File: src/rtl/ysyx_22041412_lsu_pkg.sv
// Shared definitions for the MEM-stage load/store unit: func3 encodings,
// the "no access" func3 marker, FSM state type and an alignment helper.
package ysyx_22041412_lsu_pkg;

    // Load func3 encodings
    localparam logic [2:0] LB  = 3'b000;
    localparam logic [2:0] LH  = 3'b001;
    localparam logic [2:0] LW  = 3'b010;
    localparam logic [2:0] LD  = 3'b011;
    localparam logic [2:0] LBU = 3'b100;
    localparam logic [2:0] LHU = 3'b101;
    localparam logic [2:0] LWU = 3'b110;

    // Store func3 encodings
    localparam logic [2:0] SB  = 3'b000;
    localparam logic [2:0] SH  = 3'b001;
    localparam logic [2:0] SW  = 3'b010;
    localparam logic [2:0] SD  = 3'b011;

    // Tells the SRAM that no sized access is in flight (its output reads as 0)
    localparam logic [2:0] FUNC3_NONE = 3'b111;

    typedef enum logic [2:0] {
        S_IDLE    = 3'd0,
        S_ISSUE   = 3'd1,
        S_WAIT    = 3'd2,
        S_CAPTURE = 3'd3,
        S_RESP    = 3'd4
    } lsu_state_e;

    // Low address bits that must be zero for an access of 1<<size bytes
    function automatic logic [2:0] align_mask(input logic [1:0] size);
        logic [2:0] m;
        case (size)
            2'd0:    m = 3'b000;
            2'd1:    m = 3'b001;
            2'd2:    m = 3'b011;
            default: m = 3'b111;
        endcase
        return m;
    endfunction

endpackage

File: src/rtl/ysyx_22041412_lsu_chk.sv
// Combinational legality check for a memory request: rejects unknown func3
// encodings and accesses not aligned to their own size. Non-memory ops are
// never illegal. Callers resolve load/store conflicts before this point.
module ysyx_22041412_lsu_chk
    import ysyx_22041412_lsu_pkg::*;
(
    input  logic       is_load_i,
    input  logic       is_store_i,
    input  logic [2:0] func3_i,
    input  logic [2:0] addr_lo_i,
    output logic       illegal_o
);

    logic f3_ok;
    logic misaligned;

    // Decode func3 legality per access kind and test alignment
    always_comb begin
        f3_ok = 1'b0;
        if (is_load_i) begin
            case (func3_i)
                LB, LH, LW, LD, LBU, LHU, LWU: f3_ok = 1'b1;
                default:                       f3_ok = 1'b0;
            endcase
        end else if (is_store_i) begin
            case (func3_i)
                SB, SH, SW, SD: f3_ok = 1'b1;
                default:        f3_ok = 1'b0;
            endcase
        end
        misaligned = |(addr_lo_i & align_mask(func3_i[1:0]));
        illegal_o  = (is_load_i | is_store_i) & (~f3_ok | misaligned);
    end

endmodule

File: src/rtl/ysyx_22041412_lsu.sv
// MEM stage: accepts one op from EX, drives the data SRAM for a single
// ISSUE cycle, waits out the read latency, captures load data and holds the
// result for WB until it is taken. SRAM enables are decoded from the state
// register so an asynchronous reset drops them immediately.
module ysyx_22041412_lsu
    import ysyx_22041412_lsu_pkg::*;
#(
    parameter int ADDR_WIDTH = 64,
    parameter int DATA_WIDTH = 64,
    parameter int MEM_LAT    = 1
) (
    input  logic                  clk,
    input  logic                  rst_n,
    // EX side
    input  logic                  in_valid,
    output logic                  in_ready,
    input  logic                  in_is_load,
    input  logic                  in_is_store,
    input  logic [2:0]            in_func3,
    input  logic [ADDR_WIDTH-1:0] in_addr,
    input  logic [DATA_WIDTH-1:0] in_wdata,
    input  logic [DATA_WIDTH-1:0] in_alu_res,
    input  logic [4:0]            in_rd,
    // SRAM side
    output logic [ADDR_WIDTH-1:0] mem_addr_r,
    output logic                  mem_read_en,
    output logic [ADDR_WIDTH-1:0] mem_addr_w,
    output logic                  mem_wead_en,
    output logic [DATA_WIDTH-1:0] mem_data_w,
    output logic [2:0]            mem_func3,
    input  logic [DATA_WIDTH-1:0] mem_data_r,
    // WB side
    output logic                  out_valid,
    input  logic                  out_ready,
    output logic [4:0]            out_rd,
    output logic [DATA_WIDTH-1:0] out_result,
    output logic                  out_exc
);

    // Counter preload for the WAIT state (only meaningful when MEM_LAT > 1)
    localparam logic [2:0] LAT_M1 = 3'(MEM_LAT - 1);

    lsu_state_e            state_q, state_d;
    logic                  ld_q, ld_d;
    logic                  st_q, st_d;
    logic [2:0]            func3_q, func3_d;
    logic [ADDR_WIDTH-1:0] addr_q, addr_d;
    logic [DATA_WIDTH-1:0] wdata_q, wdata_d;
    logic [4:0]            rd_q, rd_d;
    logic [2:0]            cnt_q, cnt_d;
    logic [DATA_WIDTH-1:0] result_q, result_d;
    logic                  exc_q, exc_d;

    // A request flagged as both load and store is handled as a load
    logic in_st_eff;
    logic illegal;

    assign in_st_eff = in_is_store & ~in_is_load;

    ysyx_22041412_lsu_chk u_chk (
        .is_load_i  (in_is_load),
        .is_store_i (in_st_eff),
        .func3_i    (in_func3),
        .addr_lo_i  (in_addr[2:0]),
        .illegal_o  (illegal)
    );

    // Next-state and datapath register update
    always_comb begin
        state_d  = state_q;
        ld_d     = ld_q;
        st_d     = st_q;
        func3_d  = func3_q;
        addr_d   = addr_q;
        wdata_d  = wdata_q;
        rd_d     = rd_q;
        cnt_d    = cnt_q;
        result_d = result_q;
        exc_d    = exc_q;
        case (state_q)
            S_IDLE: begin
                if (in_valid) begin
                    ld_d     = in_is_load;
                    st_d     = in_st_eff;
                    func3_d  = in_func3;
                    addr_d   = in_addr;
                    wdata_d  = in_wdata;
                    rd_d     = in_rd;
                    cnt_d    = 3'd0;
                    result_d = '0;
                    exc_d    = 1'b0;
                    if (!in_is_load && !in_is_store) begin
                        result_d = in_alu_res;
                        state_d  = S_RESP;
                    end else if (illegal) begin
                        exc_d   = 1'b1;
                        state_d = S_RESP;
                    end else begin
                        state_d = S_ISSUE;
                    end
                end
            end
            S_ISSUE: begin
                if (st_q) begin
                    state_d = S_RESP;
                end else if (MEM_LAT == 1) begin
                    state_d = S_CAPTURE;
                end else begin
                    cnt_d   = LAT_M1;
                    state_d = S_WAIT;
                end
            end
            S_WAIT: begin
                if (cnt_q <= 3'd1) begin
                    cnt_d   = 3'd0;
                    state_d = S_CAPTURE;
                end else begin
                    cnt_d = cnt_q - 3'd1;
                end
            end
            S_CAPTURE: begin
                result_d = mem_data_r;
                state_d  = S_RESP;
            end
            S_RESP: begin
                if (out_ready) state_d = S_IDLE;
            end
            default: state_d = S_IDLE;
        endcase
    end

    // State and request registers, async active-low reset
    always_ff @(posedge clk or negedge rst_n) begin
        if (!rst_n) begin
            state_q  <= S_IDLE;
            ld_q     <= 1'b0;
            st_q     <= 1'b0;
            func3_q  <= FUNC3_NONE;
            addr_q   <= '0;
            wdata_q  <= '0;
            rd_q     <= 5'd0;
            cnt_q    <= 3'd0;
            result_q <= '0;
            exc_q    <= 1'b0;
        end else begin
            state_q  <= state_d;
            ld_q     <= ld_d;
            st_q     <= st_d;
            func3_q  <= func3_d;
            addr_q   <= addr_d;
            wdata_q  <= wdata_d;
            rd_q     <= rd_d;
            cnt_q    <= cnt_d;
            result_q <= result_d;
            exc_q    <= exc_d;
        end
    end

    // Outputs decoded from state; st_q already excludes loads so the two
    // enables are mutually exclusive
    always_comb begin
        in_ready    = (state_q == S_IDLE);
        mem_read_en = (state_q == S_ISSUE) & ld_q;
        mem_wead_en = (state_q == S_ISSUE) & st_q;
        mem_addr_r  = addr_q;
        mem_addr_w  = addr_q;
        mem_data_w  = wdata_q;
        mem_func3   = (state_q == S_ISSUE || state_q == S_WAIT ||
                       state_q == S_CAPTURE) ? func3_q : FUNC3_NONE;
        out_valid   = (state_q == S_RESP);
        out_rd      = rd_q;
        out_result  = result_q;
        out_exc     = exc_q;
    end

endmodule
File: config.mk
export PLATFORM = sky130hd
export DESIGN_NAME = ysyx_22041412_lsu
export DESIGN_NICKNAME = d
export VERILOG_FILES = /design/src/rtl/ysyx_22041412_lsu_pkg.sv /design/src/rtl/ysyx_22041412_lsu_chk.sv /design/src/rtl/ysyx_22041412_lsu.sv
export SDC_FILE = /design/constraint.sdc
export NUM_CORES = 1
export LEC_CHECK = 0
export CAP_MARGIN = 40
export CELL_PAD_IN_SITES_DETAIL_PLACEMENT = 1
export CELL_PAD_IN_SITES_GLOBAL_PLACEMENT = 1
export CORE_ASPECT_RATIO = 0.7
export CORE_MARGIN = 1.5
export CORE_UTILIZATION = 24
export DETAILED_ROUTE_END_ITERATION = 8
export PLACE_DENSITY_LB_ADDON = 0.2
export SLEW_MARGIN = 20
export SYNTH_ARGS = -nofsm -noshare
export SYNTH_HDL_FRONTEND = slang
export SYNTH_SLANG_ARGS = --single-unit
File: constraint.sdc
create_clock -name clk -period 1.66 [get_ports clk]
set_clock_uncertainty 0.05 [all_clocks]
set_input_delay 0.166 -clock clk [delete_from_list [all_inputs] [get_ports clk]]
set_output_delay 0.166 -clock clk [all_outputs]
set_load 0.005 [all_outputs]
==> flow_summary.ini <==
[run_status]
status = finished with violations
violations = setup timing

[timing]
fin_crit_sh = 1.098
finalSetupViolCount = 213
min_period_ns = 1.823
rsz0062_at_grt = yes
drv_slew = 0
whs_ns = 0.1049
maxClockFrequency_mhz = 548.7
hold_viol_final = 0
worst_pin_slew_ns = 0.4906
setup_ws_ns = -0.1626
fin_tns_setup_ns = -18.07
slew_headroom = 0.6729

[cts]
cts_root_buf = clkbuf_16
clkTransAtPathRegs_ns = 0.06
clk_path_buf_depth = 3
clock_latency_ns = 0.53
cts_tree = yes
cts-buffers-inserted = 25
cts.sinks = 209
cts_max_level = 1

[global_route]
top_usage_layer = met2
grt_overflow = 0
grtUsageMet2 = 0.3579
grt_pass1_vias = 10030
met1_usage = 0.2527
grt_max_degree = 52
grt_pass1_wl_um = 62960
grt_util_all_layers = 0.2082
antenna_found_initial = 3
grtUsageMet3 = 0.06383

[synthesis]
avgSynthCellArea_um2 = 8.599
ys_ff_latch = 209
syn_inst = 1058
yosysWarnings = 0
ys_types = 35
synthTopCellsByArea = dfrtp_1 (57%), nand2_1 (20%), buf_4 (5.7%)
syn_nets = 1330
synth_top_area_share = 0.5666
syn_area_mm2 = 0.009097
yosysSeqAreaShare = 0.5753
synth_top_cell_by_area = dfrtp_1

[placed_design]
gp_congestion = 0.8318
port_buffers = 538
dpl.hpwl_um = 29690

[cells_and_area]
area_growth_pct = 84.36
layout-drive-gt1-share = 0.1378
num_antenna_cells = 0
fin_nets = 1903
fillers = 4269

[detailed_routing]
ant_nets = 0
avgViaCountPerCell = 4.440
wl_per_cell_um = 19.76
routed-via-count = 9480
first_pass_iters = 4
post-route-drc-count = 0
initialDrtViolationCount = 347
wl_um = 42190

[floorplanning]
dieArea_mm2 = 0.03910
io_pins = 539
fp-row-count = 59
core_area_mm2 = 0.03728
start_util = 0.2440
die_w_um = 235.7
die_h_um = 165.9

[critical_path]
cp.required_ns = 2.05
crit_chain = buf_6 -> buf_6 -> nor4b_4 -> buf_12 -> buf_12 -> buf_12 -> nand3_2 -> a31oi_1
worst_setup_path_end_kind = flip-flop
startpoint_type = flip-flop
cp_common_cell = buf_12
crit_type = reg2reg
path_buf_inv = 5
crit_start = state_q[0]
path_delay_family = buffers and inverters
max_stage_delay_ns = 0.41
critPathArrivalTime_ns = 2.22
worst-path-max-fanout = 8
crit-reg2reg-launch = state_q[0]
crit_slowest_cell = dfrtp_2

[power]
vdd_drop_max_mv = 0.7091
power_density_mw_per_mm2 = 1744
p_leak_nw = 8.144

[flow_run]
maxCapViolCount = 0

[worst_hold_path]
min-delay-path-class = in2async
[where the power goes]
part / leakage, nW / internal, W / switching (W) / total [W]
combinational: 5.11 / 0.00829 / 0.00647 / 0.0148
sequential: 2.65 / 0.00750 / 0.00147 / 0.00897
clock: 0.390 / 0.00325 / 0.00227 / 0.00552
total: 8.14 / 0.0190 / 0.0102 / 0.0292
[metal layers]
| layer | vias up | share of wire |
|---|---|---|
| met2 | 302 | 0.49 |
| li1 | 4470 | - |
| met4 | 6 | 0.026 |
| met1 | 4640 | 0.41 |
| met5 | - | 0.00085 |
| met3 | 62 | 0.074 |
[cells by family after synthesis]
kind of cell,Yosys count,share of synthesized area
buffers and inverters,136,0.08775
and+or+nand+nor,632,0.2782
adders and majority gates,2,0.002750
AOI/OAI and AO/OA,79,0.05598
DFF,209,0.5753
[Yosys cell counts, drive strengths merged]
| library cell | n |
|---|---|
| a21o | 2 |
| o21ai | 1 |
| a21oi | 3 |
| or3 | 3 |
| o21a | 1 |
| a211o | 2 |
| nand3b | 2 |
| nor4b | 1 |
| dfstp | 3 |
| clkbuf | 37 |
| a31oi | 65 |
| nor2b | 1 |
| nor4 | 1 |
| and3 | 1 |
| inv | 4 |
| and2 | 1 |
| buf | 95 |
| nand2b | 2 |
| nand3 | 64 |
| a221oi | 1 |
| o21bai | 1 |
| nor3 | 3 |
| nor3b | 2 |
| o2bb2ai | 1 |
| nor2 | 68 |
| ha | 2 |
| or3b | 2 |
| dfrtp | 206 |
| a21bo | 1 |
| nand2 | 480 |
| o31ai | 1 |
| or2 | 1 |
[registers in the layout (all words and copies together), names as in the netlist]
name / cells
ld_q: 1
out_rd: 5
state_q: 3
func3_q: 3
cnt_q: 3
out_exc: 1
out_result: 64
mem_data_w: 64
st_q: 1
mem_addr_r: 64
[final timing paths]
path,end,slack [ns],cells after the start
max reg2reg,out_result[1],-0.16,8
min reg2reg,func3_q[0],0.42,2
max in group asynchronous,func3_q[0],0.83,3
min,mem_data_w[44],0.10,2
max,out_result[1],-0.16,8
min in group clk,mem_addr_r[41],0.11,3
[worst reg2reg max path, delay by kind of cell, from the launching register on]
kind	cells	cell delay, ns
and+or+nand+nor	2	0.42
buffers and inverters	5	0.69
AOI/OAI and AO/OA	1	0.18
DFF	1	0.41
[cell type report]
type | instances | area, um^2 | area share
clock buffers | 37 | 710.7 | 0.04237
clock inverters | 6 | 80.08 | 0.004774
inverters | 4 | 15.01 | 0.0008952
multi-input cells | 713 | 3216 | 0.1917
flip-flops and latches | 209 | 5236 | 0.3122
well taps | 488 | 610.6 | 0.03640
repair buffers | 678 | 6904 | 0.4116
[through the flow]
| step | cell area [um^2] | worst slack (ns) | power, W | utilization | cells |
|---|---|---|---|---|---|
| after floorplan | 9097 | 0.04321 | 0.01409 | - | 1058 |
| after detailed placement | 15200 | -0.1588 | 0.02299 | 0.4078 | 2018 |
| after CTS | 16540 | -0.1836 | 0.02919 | 0.4436 | 2124 |
| final | 16770 | -0.1626 | 0.02925 | 0.4499 | 2135 |
| after global routing | 16770 | -0.2240 | 0.03118 | 0.4499 | 2135 |
| after global placement | 15200 | -0.1378 | 0.02265 | 0.4078 | 2018 |
[placed cells by master, fill, tap and decap left out, types with 12 or more instances in the layout]
cell type	count
dfrtp_1	204
buf_6	15
a31oi_1	63
buf_12	29
clkbuf_16	27
nand2_2	12
buf_4	83
nand2_1	467
nand3_1	54
dlygate4sd2_1	143
nor2_1	66
clkdlybuf4s50_1	387
[repair_timing]
action / CTS / global route
setup endpoints to repair: 288 / 288
pin swaps: 30 / 26
resized for setup: 204 / 30
gates cloned: 7 / 5
hold endpoints to repair: 206 / 0
buffers inserted: 56 / 7
hold buffers: 1 / 0
Power figures use the tool's default switching activity.
